<file path="src/rtl/fir_ctrl_pkg.sv">
`default_nettype none
// +------------------------------------------------------------------------+
// | fir_ctrl_pkg                                                           |
// | Shared state encoding, default taps and counter sizing helpers for the |
// | FIR coefficient sequencer.                                             |
// | Revision: 1.0                                                          |
// +------------------------------------------------------------------------+
package fir_ctrl_pkg;

   localparam logic [1:0] RUN   = 2'd0;
   localparam logic [1:0] DRAIN = 2'd1;
   localparam logic [1:0] SWAP  = 2'd2;
   localparam logic [1:0] FLUSH = 2'd3;

   localparam int DEF_NUM_TAPS    = 8;
   localparam int DEF_COEFF_WIDTH = 16;

   // Tap 0 occupies the least significant slice.
   localparam logic [DEF_NUM_TAPS*DEF_COEFF_WIDTH-1:0] DEFAULT_COEFF_VEC =
      {16'h1, 16'h2, 16'h4, 16'h8, 16'h8, 16'h4, 16'h2, 16'h1};

   function automatic int cnt_width(input int max_val);
      return (max_val < 1) ? 1 : $clog2(max_val + 1);
   endfunction

   function automatic int inflight_width(input int max_inflight);
      return cnt_width(max_inflight);
   endfunction

   function automatic int tap_cnt_width(input int num_taps);
      return cnt_width(num_taps);
   endfunction

endpackage
`default_nettype wire

</file>
<file path="src/rtl/fir_coeff_bank.sv">
`default_nettype none
// +------------------------------------------------------------------------+
// | fir_coeff_bank                                                         |
// | Shadow and active coefficient registers with a write port and a swap   |
// | strobe. FIR_COEFF_READBACK_EN adds a registered readback port.         |
// | Revision: 1.0                                                          |
// +------------------------------------------------------------------------+
module fir_coeff_bank
   import fir_ctrl_pkg::*;
#(
   parameter int NUM_TAPS    = 8,
   parameter int COEFF_WIDTH = 16,
   parameter int ADDR_WIDTH  = $clog2(NUM_TAPS),
   parameter logic [NUM_TAPS*COEFF_WIDTH-1:0] DEFAULT_COEFF = DEFAULT_COEFF_VEC
) (
   input  logic                            clk,
   input  logic                            reset,
   input  logic                            wr_en,
   input  logic [ADDR_WIDTH-1:0]           wr_addr,
   input  logic [COEFF_WIDTH-1:0]          wr_data,
   input  logic                            swap,
`ifdef FIR_COEFF_READBACK_EN
   input  logic [ADDR_WIDTH-1:0]           rd_addr,
   input  logic                            rd_sel,
   output logic [COEFF_WIDTH-1:0]          rd_data,
`endif
   output logic [NUM_TAPS*COEFF_WIDTH-1:0] active_flat
);

   logic [NUM_TAPS-1:0][COEFF_WIDTH-1:0] shadow;
   logic [NUM_TAPS-1:0][COEFF_WIDTH-1:0] active;

   // The swap copies the pre-edge shadow; writes are blocked during a swap.
   always_ff @(posedge clk) begin
      if (reset) begin
         shadow <= DEFAULT_COEFF;
         active <= DEFAULT_COEFF;
      end else begin
         if (wr_en) begin
            shadow[wr_addr] <= wr_data;
         end
         if (swap) begin
            active <= shadow;
         end
      end
   end

   assign active_flat = active;

`ifdef FIR_COEFF_READBACK_EN
   always_ff @(posedge clk) begin
      if (reset) begin
         rd_data <= '0;
      end else begin
         rd_data <= rd_sel ? active[rd_addr] : shadow[rd_addr];
      end
   end
`endif

endmodule
`default_nettype wire

</file>
<file path="src/rtl/fir_coeff_sequencer.sv">
`default_nettype none
// +------------------------------------------------------------------------+
// | fir_coeff_sequencer                                                    |
// | Stages coefficient writes and swaps them into fir_filter only with no  |
// | samples in flight, then zero-flushes and hides stale outputs.          |
// | Optional readback port: FIR_COEFF_READBACK_EN.                         |
// | Revision: 1.0                                                          |
// +------------------------------------------------------------------------+
module fir_coeff_sequencer
   import fir_ctrl_pkg::*;
#(
   parameter int DATA_WIDTH   = 16,
   parameter int COEFF_WIDTH  = 16,
   parameter int NUM_TAPS     = 8,
   parameter int OUTPUT_WIDTH = 2*DATA_WIDTH + $clog2(NUM_TAPS),
   parameter int MAX_INFLIGHT = 8,
   parameter logic [NUM_TAPS*COEFF_WIDTH-1:0] DEFAULT_COEFF = DEFAULT_COEFF_VEC
) (
   input  logic                            clk,
   input  logic                            reset,
   input  logic                            s_valid,
   output logic                            s_ready,
   input  logic [DATA_WIDTH-1:0]           s_data,
   input  logic                            cfg_wr_valid,
   output logic                            cfg_wr_ready,
   input  logic [$clog2(NUM_TAPS)-1:0]     cfg_wr_addr,
   input  logic [COEFF_WIDTH-1:0]          cfg_wr_data,
   input  logic                            cfg_commit,
   output logic                            cfg_busy,
   output logic [7:0]                      cfg_swap_count,
`ifdef FIR_COEFF_READBACK_EN
   input  logic [$clog2(NUM_TAPS)-1:0]     cfg_rd_addr,
   input  logic                            cfg_rd_sel,
   output logic [COEFF_WIDTH-1:0]          cfg_rd_data,
`endif
   output logic                            fir_input_valid,
   output logic [DATA_WIDTH-1:0]           fir_x,
   output logic [NUM_TAPS*COEFF_WIDTH-1:0] fir_coeff,
   input  logic                            fir_output_valid,
   input  logic [OUTPUT_WIDTH-1:0]         fir_y,
   output logic                            out_valid,
   output logic [OUTPUT_WIDTH-1:0]         out_y
);

   localparam int ADDR_WIDTH = $clog2(NUM_TAPS);
   localparam int INFL_W     = inflight_width(MAX_INFLIGHT);
   localparam int TAP_W      = tap_cnt_width(NUM_TAPS);
   localparam logic [INFL_W-1:0] INFL_MAX = INFL_W'(MAX_INFLIGHT);
   localparam logic [TAP_W-1:0]  TAP_N    = TAP_W'(NUM_TAPS);

   logic [1:0]        state;
   logic [1:0]        state_next;
   logic [INFL_W-1:0] inflight;
   logic [TAP_W-1:0]  flush_cnt;
   logic [TAP_W-1:0]  drop_cnt;
   logic              room;
   logic              swap_stb;
   logic              wr_en;
   logic              ret;

   assign room     = (inflight < INFL_MAX);
   assign ret      = fir_output_valid && (inflight != '0);
   assign wr_en    = cfg_wr_valid && cfg_wr_ready;
   assign cfg_busy = (state != RUN);
   assign out_y    = fir_y;
   assign out_valid = fir_output_valid && (drop_cnt == '0);

   always_ff @(posedge clk) begin
      if (reset) begin
         state <= RUN;
      end else begin
         state <= state_next;
      end
   end

   always_comb begin
      state_next = state;
      case (state)
         RUN:     if (cfg_commit) state_next = DRAIN;
         DRAIN:   if (inflight == '0) state_next = SWAP;
         SWAP:    state_next = FLUSH;
         FLUSH:   if (flush_cnt <= TAP_W'(1)) state_next = RUN;
         default: state_next = RUN;
      endcase
   end

   always_comb begin
      s_ready         = 1'b0;
      cfg_wr_ready    = 1'b0;
      fir_input_valid = 1'b0;
      fir_x           = '0;
      swap_stb        = 1'b0;
      case (state)
         RUN: begin
            s_ready         = room;
            cfg_wr_ready    = 1'b1;
            fir_input_valid = s_valid && room;
            fir_x           = s_data;
         end
         SWAP:    swap_stb = 1'b1;
         FLUSH:   fir_input_valid = 1'b1;
         default: ;
      endcase
   end

   // Flush and drop counts are loaded together so every zero injected is hidden.
   always_ff @(posedge clk) begin
      if (reset) begin
         inflight       <= '0;
         flush_cnt      <= '0;
         drop_cnt       <= '0;
         cfg_swap_count <= '0;
      end else begin
         case ({fir_input_valid, ret})
            2'b10:   inflight <= inflight + INFL_W'(1);
            2'b01:   inflight <= inflight - INFL_W'(1);
            default: ;
         endcase
         if (swap_stb) begin
            flush_cnt      <= TAP_N;
            drop_cnt       <= TAP_N;
            cfg_swap_count <= cfg_swap_count + 8'd1;
         end else begin
            if ((state == FLUSH) && (flush_cnt != '0)) begin
               flush_cnt <= flush_cnt - TAP_W'(1);
            end
            if (fir_output_valid && (drop_cnt != '0)) begin
               drop_cnt <= drop_cnt - TAP_W'(1);
            end
         end
      end
   end

   fir_coeff_bank #(
      .NUM_TAPS      (NUM_TAPS),
      .COEFF_WIDTH   (COEFF_WIDTH),
      .ADDR_WIDTH    (ADDR_WIDTH),
      .DEFAULT_COEFF (DEFAULT_COEFF)
   ) u_bank (
      .clk         (clk),
      .reset       (reset),
      .wr_en       (wr_en),
      .wr_addr     (cfg_wr_addr),
      .wr_data     (cfg_wr_data),
      .swap        (swap_stb),
`ifdef FIR_COEFF_READBACK_EN
      .rd_addr     (cfg_rd_addr),
      .rd_sel      (cfg_rd_sel),
      .rd_data     (cfg_rd_data),
`endif
      .active_flat (fir_coeff)
   );

endmodule
`default_nettype wire

</file>
<file path="config.mk">
export PLATFORM = sky130hd
export DESIGN_NAME = fir_coeff_sequencer
export DESIGN_NICKNAME = d
export VERILOG_FILES = /design/src/rtl/fir_ctrl_pkg.sv /design/src/rtl/fir_coeff_bank.sv /design/src/rtl/fir_coeff_sequencer.sv
export SDC_FILE = /design/constraint.sdc
export NUM_CORES = 1
export LEC_CHECK = 0
export ABC_AREA = 1
export CAP_MARGIN = 20
export CORE_MARGIN = 2
export CORE_UTILIZATION = 35
export DETAILED_ROUTE_END_ITERATION = 8
export DONT_BUFFER_PORTS = 1
export GPL_ROUTABILITY_DRIVEN = 0
export PLACE_DENSITY = 0.55
export SKIP_LAST_GASP = 1
export SLEW_MARGIN = 20
export SYNTH_ARGS = -nofsm -noshare
export SYNTH_HDL_FRONTEND = slang
export SYNTH_SLANG_ARGS = --single-unit
</file>
<file path="constraint.sdc">
create_clock -name clk -period 2.3 [get_ports clk]
set_input_delay 0.23 -clock clk [delete_from_list [all_inputs] [get_ports clk]]
set_output_delay 0.23 -clock clk [all_outputs]
set_load 0.01 [all_outputs]
</file>
# After elaboration in Yosys (flattened, before gate mapping)
# Index checks and enable logic that the tools add are counted.
[totals] ff_bits=278 ramBits=0 out_inout_bits=192 word_cells=76 memories=0 input_bits=76 mem_bits_ro=0 latch_bits=0
[op_classes] bitwise_logic=0 div=0 n_eq_ne=8 addsub=5 n_mux=17 shift=0 magnitude_cmp=4 n_mul=0 n_reduce_logical=19
[op_table] op="bitwise mux 128 bit" count=1
[op_table] op="demux 16 bit (select 3 bit)" count=1
[op_table] op="2-to-1 mux 16 bit" count=2
[op_table] op="2-to-1 mux 4 bit" count=4
[op_table] op="nonzero test 4 bit" count=3
[op_table] op="subtractor 4 x 1 -> 4 bit (second input constant)" count=3
[op_table] op="adder 8 x 1 -> 8 bit (second input constant)" count=1
[op_table] op="zero test 4 bit" count=2
[op_table] op="one-hot mux 2 bit (4 select lines)" count=1
[op_table] op="one-hot mux 4 bit (2 select lines)" count=1
[op_table] op="nonzero test 2 bit" count=4
[op_table] op="logical AND 1 bit" count=7
[op_table] op="== test 2 bit (second input constant)" count=3
[op_table] op="2-to-1 mux 2 bit" count=3
[op_table] op="inequality test 2 bit (second input constant)" count=3
[op_table] op="adder 4 x 1 -> 4 bit (second input constant)" count=1
[op_table] op="== test 2 x 1 -> 1 bit (second input constant)" count=2
[op_table] op="<= comparator 4 x 1 -> 1 bit (second input constant)" count=1
[op_table] op="less-than comparator 3 x 4 -> 1 bit (second input constant)" count=1
[op_table] op="less-than comparator 4 bit (second input constant)" count=1
[op_table] op=">= comparator 3 x 1 -> 1 bit (second input constant)" count=1
[op_table] op="2-to-1 mux 1 bit" count=3
[op_table] op="AND reduction 3 bit" count=1
[op_table] op="zero test 2 bit" count=1
[op_table] op="other kinds (2)" count=2

# Longest topological paths before layout
[depth] depth_word=5 depth_mapped=18

# By module
# From an unflattened synthesis, not the netlist that was laid out.
[unflattened] hier_cells=1538 area_unflattened_um2=11247.0
[by_module_without_submodules] module="fir_coeff_bank" area_per_inst_um2=9505.4 cells_per_inst=1275 seq_area_each_um2=5124.9 instances=1
[by_module_without_submodules] module="fir_coeff_sequencer" area_per_inst_um2=1741.7 cells_per_inst=263 seq_area_each_um2=440.4 instances=1

# Least setup slack after synthesis
# No wires, ideal clock.
[synth_timing] path_type="register to register" startpoint="register state[0]" endpoint="register inflight[2]" setup_ns=0.115 path_stages_with_launch=18 t_arrival_ns=2.488 path_slack_ns=-0.303 cell_sequence="dfxtp_1 > inv_1 > ha_1 > buf_4 > inv_1 > nor2_1 > nand2_1 > a21oi_1 > inv_1 > ha_1 > nand2_1 > inv_1 > nor2_1 > ha_1 > a21oi_1 > xnor2_1 > o21ai_0 > inv_1"
[synth_between] elab_chain_cells=4
[synth_lines] element="start, declared" line="fir_coeff_sequencer.sv:51" source="logic [1:0] state;"
[synth_lines] element="start signal, assigned" line="fir_coeff_sequencer.sv:72" source="state <= state_next;"
[synth_lines] element="== test 2 bit or zero test 2 bit (tied branches)" line="fir_coeff_sequencer.sv:93" source="case (state)"
[synth_lines] element="one-hot mux 1 bit (2 select lines) *" line="fir_coeff_sequencer.sv:93"
[synth_lines] element="net fir_input_valid" line="fir_coeff_sequencer.sv:36" source="output logic fir_input_valid,"
[synth_lines] element="== test 2 x 1 -> 1 bit or == test 2 bit (tied branches)" line="fir_coeff_sequencer.sv:114" source="case ({fir_input_valid, ret})"
[synth_lines] element="one-hot mux 4 bit (2 select lines) or nonzero test 2 bit (tied branches)"
[synth_lines] element="end signal, assigned" line="fir_coeff_sequencer.sv:115" source="2'b10: inflight <= inflight + INFL_W'(1);"
[synth_lines] element="end signal, assigned" line="fir_coeff_sequencer.sv:116" source="2'b01: inflight <= inflight - INFL_W'(1);"
[synth_lines] element="end, declared" line="fir_coeff_sequencer.sv:53" source="logic [INFL_W-1:0] inflight;"
# Mark *: on every way through the listed nets, which the timed path passes. The rest lies on a longest branch.
# A chain may end at the register's enable or synchronous reset.

# Worst setup path after layout
[layout_timing] startpoint="register state[1]" endpoint="register inflight[2]"
[layout_between] elab_chain_cells=4
[layout_lines] element="== test 2 bit or zero test 2 bit (tied branches)" line="fir_coeff_sequencer.sv:93"
[layout_lines] element="one-hot mux 1 bit (2 select lines) *" line="fir_coeff_sequencer.sv:93"
[layout_lines] element="== test 2 x 1 -> 1 bit or == test 2 bit (tied branches)" line="fir_coeff_sequencer.sv:114"
[layout_lines] element="one-hot mux 4 bit (2 select lines) or nonzero test 2 bit (tied branches)"
# Mark *: on every way between the ends. The rest lies on a longest branch, timed or not.

==> results.md <==
* Outcome: complete, no violations
* Number of antenna diodes at 0
* Proportion of register bits with asynchronous set or reset after synthesis at 0%
* Min Clock Period, post-route at 2.12 ns
* Total congestion overflow after global routing at 0
* Post-synth cell types at 27
* Classification of the worst-slack hold path: input port to register
* Area of the die at 0.0318 sq mm
* Wire length of the first global-routing pass at 45.8 mm
* Final hold violation count at 0
* Site Rows at 63
* I/O Pins at 268
* Cell count after synthesis at 1378
* Ratio of total power to cell area at 1260 mW/mm^2
* Via total after detailed routing at 8462
* Routed wire length per instance at 17.4 um
* Synth Cell Area at 0.0106 sq mm
* Number of fill cells at 3106
* Slew at the pin with the worst max-slew slack at 0.806 ns
* Tightest hold margin at 0.0757 ns
* Post-Syn Area per Cell at 7.72 sq um
* Horizontal die dimension at 178 um
* Fraction of power spent switching nets at 34.9%
* Clock Pin Slew Worst Setup and Hold Paths at 0.06 ns
* Total core area at 0.0298 sq mm
* Number of sinks driven by the clock tree at 278
* Non-filler instance count after layout at 1745
* Endpoint kind of the worst setup timing path: register
* Net count after synthesis at 1467
* Total placed cells including tap cells at 1669
* VDD IR-drop max at 0.484 mV
* Worst setup slack after placement at 0.0699 ns
* Register share of total power at 47.4%
* 1st-iter DRT viols at 554
* Sum Neg Setup Slack at 0 ns
* Share of power burned in combinational logic at 20.8%
* Placed Instance Area at 0.0106 sq mm
* Highest achievable clock rate at 473 MHz
* Final-report setup violation count at 0
* Number of port buffers at 0
* Share of cells above drive strength 1 at 7.38%
* Utilization after layout at 39.5%
* Htree depth at 1
* Number of buffers on the longest clock path at 3
* Height of the die at 178 um
* Max-cap violation count at 0
* Final slew viol count at 0
* RSZ-0062 raised after global routing: false
* Int Power at 9.70 mW
* P_sw at 5.20 mW
* HPWL reported at the end of detailed placement at 18.3 mm
* Number of antenna-violating nets in the routed design at 0
* Largest clock skew in the final design at 0.0118 ns
* YS warnings at 0
* Initial standard-cell utilization of the core at 35.7%
* Required time reported for the critical path endpoint at 2.74 ns
* Worst skew pair latency at 0.54 ns
* Number of synthesized register bits at 278
* Number of flops mapped to enable cells by yosys at 0
* Share of synthesized area occupied by flip-flops and latches at 52.3%
* CTS Root Cell: clkbuf_16
* DR pass1 iterations at 5
* Layout Area Growth over Synthesis at 10.8%
* Overall routing resource usage at 18.7%
* Final routed DRC violation total at 0
* Via count of the first global-routing pass at 7821
* Number of buffers created by CTS at 31
* Antenna violations before repair at 4
* Final layout net count at 1422
* Signal arrival time at the worst endpoint at 2.56 ns
* Most frequently used flop master after synthesis: dfxtp_1
* Static leakage at 5.18 nW
* Total detailed-routing wirelength at 30.4 mm
* Largest net degree at the start of global routing at 111
* Final non-filler cell area at 0.0118 sq mm
* Crit Path Max Fanout at 5
* Worst path setup slack after routing at 0.184 ns
* Vias/cell at 4.85
* Relative slew slack at 46.1%
* Period utilisation layout at 92.0%
* Clock tree from TritonCTS: done
* Startpoint type of the worst setup path: register
* Worst Setup Path Type: register to register
* Total power at 14.9 mW
* Clk network pwr share at 31.8%
-- cells in the final DEF (no fill, tap or decap) --
cell type / instances
clkinv_2: 6
bufinv_16: 1
inv_6: 7
a21oi_2: 2
nand2_1: 88
inv_1: 51
a21oi_1: 11
o211ai_1: 2
nor2_4: 1
dlygate4sd3_1: 19
dfxtp_1: 277
nor3_1: 5
clkbuf_16: 31
o21ai_0: 194
nand2_4: 9
nor2_1: 501
clkinv_1: 1
inv_2: 8
a211oi_1: 2
buf_12: 3
nand4_1: 3
nor3b_1: 1
nor2_8: 2
nor2_2: 3
xnor2_1: 2
inv_4: 2
ha_2: 1
clkbuf_1: 6
or2_2: 1
clkinvlp_4: 2
clkbuf_8: 6
dfxtp_2: 1
ha_1: 10
o21ai_1: 55
clkinv_4: 1
nand3_1: 27
buf_4: 11
ha_4: 2
-- cells in the mapped netlist, types with 8 or more instances --
cell / number / area share, %
nor2_1: 503 / 18
dfxtp_1: 278 / 52
o21ai_0: 195 / 9.2
nand2_1: 88 / 3.1
inv_1: 54 / 1.9
o21ai_1: 54 / 2.5
clkbuf_1: 43 / 1.5
buf_4: 38 / 2.7
nand3_1: 27 / 1.3
buf_2: 17 / 0.80
a21oi_1: 13 / 0.61
ha_1: 13 / 1.5
buf_6: 9 / 0.95
nand2_4: 9 / 0.95
inv_2: 8 / 0.28
-- sequential cells by signal, indices dropped and copies added, names as in the netlist --
signal and flops:
u_bank.active_flat 128, u_bank.shadow 128, cfg_swap_count 8, drop_cnt 4
flush_cnt 4, inflight 4, state 2
-- critical path, cell delays in order (launching register included) --
cell     delay (ns)
dfxtp_2        0.35
inv_4          0.09
ha_4           0.14
inv_2          0.06
nor2_4         0.10
nand2_1        0.07
a21oi_2        0.16
inv_1          0.08
ha_2           0.22
nand2_1        0.07
inv_1          0.05
nor2_2         0.10
ha_1           0.17
a21oi_2        0.04
xnor2_1        0.13
o21ai_1        0.11
inv_1          0.05
-- kinds of logic (layout without fill, tap and decap cells) --
group | after synthesis | after routing | share of synthesized area (%)
XOR/XNOR | 2 | 2 | 0.165
buffers and inverters | 178 | 155 | 9.26
adder cells (fa/ha/maj) | 13 | 13 | 1.53
flip-flops | 278 | 278 | 52.3
AO/OA/AOI/OAI | 266 | 266 | 12.6
AND/OR/NAND/NOR | 641 | 641 | 24.1
-- path summary, 6_finish.rpt --
check / startpoint / to / slack, ns / cells after the start
worst max-delay path: state[1] / inflight[2] / 0.18 / 16
worst min-delay path: cfg_wr_addr[0] / u_bank.shadow[67] / 0.08 / 4
worst max register to register: state[1] / inflight[2] / 0.18 / 16
worst min register to register: drop_cnt[0] / drop_cnt[0] / 0.47 / 2
-- layer usage --
layer / wire length (um) / track usage (%) / up-vias
li1: - / - / 4259
met1: 13700 / 24.7 / 3889
met4: 590 / 4.64 / 4
met5: 25 / 0 / -
met3: 2640 / 5.43 / 54
met2: 13500 / 30.1 / 256
-- power by group through the flow --
| stage | Combinational (mW) | Sequential (mW) | Clock (mW) |
|---|---|---|---|
| after global placement | 2.94 | 7.17 | 0 |
| final | 3.10 | 7.06 | 4.74 |
| after detailed placement | 2.98 | 7.18 | 0 |
| after floorplan | 2.47 | 6.85 | 0 |
| after CTS | 3.12 | 7.09 | 4.86 |
| after global routing | 3.66 | 7.20 | 5.07 |
-- layout make-up --
type | instances | area (sq um) | share of cell area, %
multi-input cells | 922 | 4130 | 35.1
clock buffers | 43 | 881 | 7.48
flip-flops and latches | 278 | 5570 | 47.2
repair buffers | 33 | 333 | 2.82
clock inverters | 12 | 101 | 0.860
inverters | 67 | 282 | 2.39
well taps | 390 | 488 | 4.14
-- what timing repair did --
item	4_1_cts	5_1_grt
setup endpoints to repair	0	2
hold buffers	19	0
hold endpoints to repair	158	0
resized for setup	0	5
setup buffers	0	2
Note: power is estimated with default switching activity, not from simulation.
==> variant: new RTL, config.mk and constraints unchanged <==
`COEFF_WIDTH` is set to 16 in 2 places; all go to 18.
--- a/src/rtl/fir_coeff_bank.sv
+++ b/src/rtl/fir_coeff_bank.sv
@@ -9,7 +9,7 @@
    import fir_ctrl_pkg::*;
 #(
    parameter int NUM_TAPS    = 8,
-   parameter int COEFF_WIDTH = 16,
+   parameter int COEFF_WIDTH = 18,
    parameter int ADDR_WIDTH  = $clog2(NUM_TAPS),
    parameter logic [NUM_TAPS*COEFF_WIDTH-1:0] DEFAULT_COEFF = DEFAULT_COEFF_VEC
 ) (
--- a/src/rtl/fir_coeff_sequencer.sv
+++ b/src/rtl/fir_coeff_sequencer.sv
@@ -10,7 +10,7 @@
    import fir_ctrl_pkg::*;
 #(
    parameter int DATA_WIDTH   = 16,
-   parameter int COEFF_WIDTH  = 16,
+   parameter int COEFF_WIDTH  = 18,
    parameter int NUM_TAPS     = 8,
    parameter int OUTPUT_WIDTH = 2*DATA_WIDTH + $clog2(NUM_TAPS),
    parameter int MAX_INFLIGHT = 8,
Ports: changed (resized cfg_wr_data and fir_coeff); port bits go from 268 to 286. No check against the original RTL was run, so the function may have changed too.
==> variant against the unedited design <==
- core utilization up 0.58 points
- sequential share of layout area up 0.057 points
- non-clock buffer count rose by 4
- final area is 11% higher
- critical path type unchanged
- setup slack better by 0.017 ns
- critical endpoint unchanged
- sequential cell count rose by 32
- power grew 15%
- maximum frequency grew 0.82%
- routed wire length is 12% higher
- area after synthesis up 9.7%
==> variant: results (changes against the unedited design) <==
All-Layer GR Usage=19.0% (was 18.7%); Clock Latency Late Sink=0.51 ns (was 0.54 ns); Max rail drop VDD=0.567 mV (was 0.484 mV); Global Route met1 Usage=25.2% (was 24.7%); # H-tree levels=2 (was 1); largest net degree at the start of global routing=126 (was 111); Met2 Routed Length=14,700 um (was 13,500 um); hold buffer count at cts=20 (was 19); first-pass GRT wire length=52,200 um (was 45,800 um); Setup Skew=0.0135 ns (was 0.0118 ns); antenna violations before repair=8 (was 4); Placed Instances=1,849 (was 1,669); synthesized area per cell=7.72 um2 (about the same); synth top area cells=dfxtp_1, nor2_1, o21ai_0 (unchanged); via count of the first global-routing pass=8,765 (was 7,821); Hold WS=0.0703 ns (was 0.0757 ns); Critical Path Max Stage Delay=0.33 ns (was 0.35 ns); Layout Cells excl Fill=1,935 (was 1,745); Num CTS Buffers=35 (was 31); slowest CP cell=dfxtp_1 (was dfxtp_2); Max-slew headroom=38.7% (was 46.1%); grt met2 use=29.3% (was 30.1%); detailed placer's ending HPWL=19,900 um (was 18,300 um); synth cell count leaders=nor2_1, dfxtp_1, o21ai_0 (unchanged); M1 wire length=15,200 um (was 13,700 um); sequential-to-total area share from yosys stat=53.2% (was 52.3%); status=completed (unchanged)
## variant: cell types whose count changed after synthesis, sizes merged, moves of 2 or more
cell / before / now
a211oi: 2 / 0
a21oi: 13 / 17
buf: 68 / 71
clkbuf: 43 / 48
dfxtp: 278 / 310
inv: 66 / 64
nand2: 97 / 95
nor2: 507 / 570
o21ai: 249 / 282
or2: 1 / 3
## variant: layout make-up
type	instances	area (um2)
fillers	3382	19600
flip-flops and latches	310	6210
multi-input cells	1018	4550
clock buffers	48	996
well taps	442	553
repair buffers	37	403
inverters	65	275
clock inverters	13	136
diodes	2	5.00
## variant: worst reg2reg max path, cell delays in order (launching register included)
cell and delay (ns):
dfxtp_1 0.33, inv_2 0.11, ha_4 0.14, inv_2 0.06, nor2_4 0.10, nand2_1 0.07, a21oi_2 0.14, inv_1 0.08
ha_2 0.22, nand2_1 0.08, inv_1 0.05, nor2_2 0.10, ha_2 0.19, a21oi_2 0.04, xnor2_1 0.12, o21ai_1 0.12
inv_1 0.05
## variant: logic make-up (layout without fill, tap and decap cells)
| family | count (synthesis) | after routing | synth area share, % |
|---|---|---|---|
| DFF | 310 | 310 | 53.2 |
| other | 0 | 2 | 0 |
| buffers and inverters | 184 | 163 | 8.31 |
| adders and majority gates | 13 | 13 | 1.39 |
| AOI/OAI and AO/OA | 301 | 301 | 13.0 |
| xor gates and xnor gates | 2 | 2 | 0.150 |
| and+or+nand+nor | 702 | 702 | 24.0 |
## variant: power by group through the flow
stage	registers (mW)	logic [mW]	clock network, mW
2_1_floorplan	7.43	3.13	0
3_3_place_gp	7.73	3.84	0
4_1_cts	7.63	4.06	5.62
3_5_place_dp	7.74	3.90	0
5_1_grt	7.74	4.72	5.82
6_report	7.61	4.05	5.47
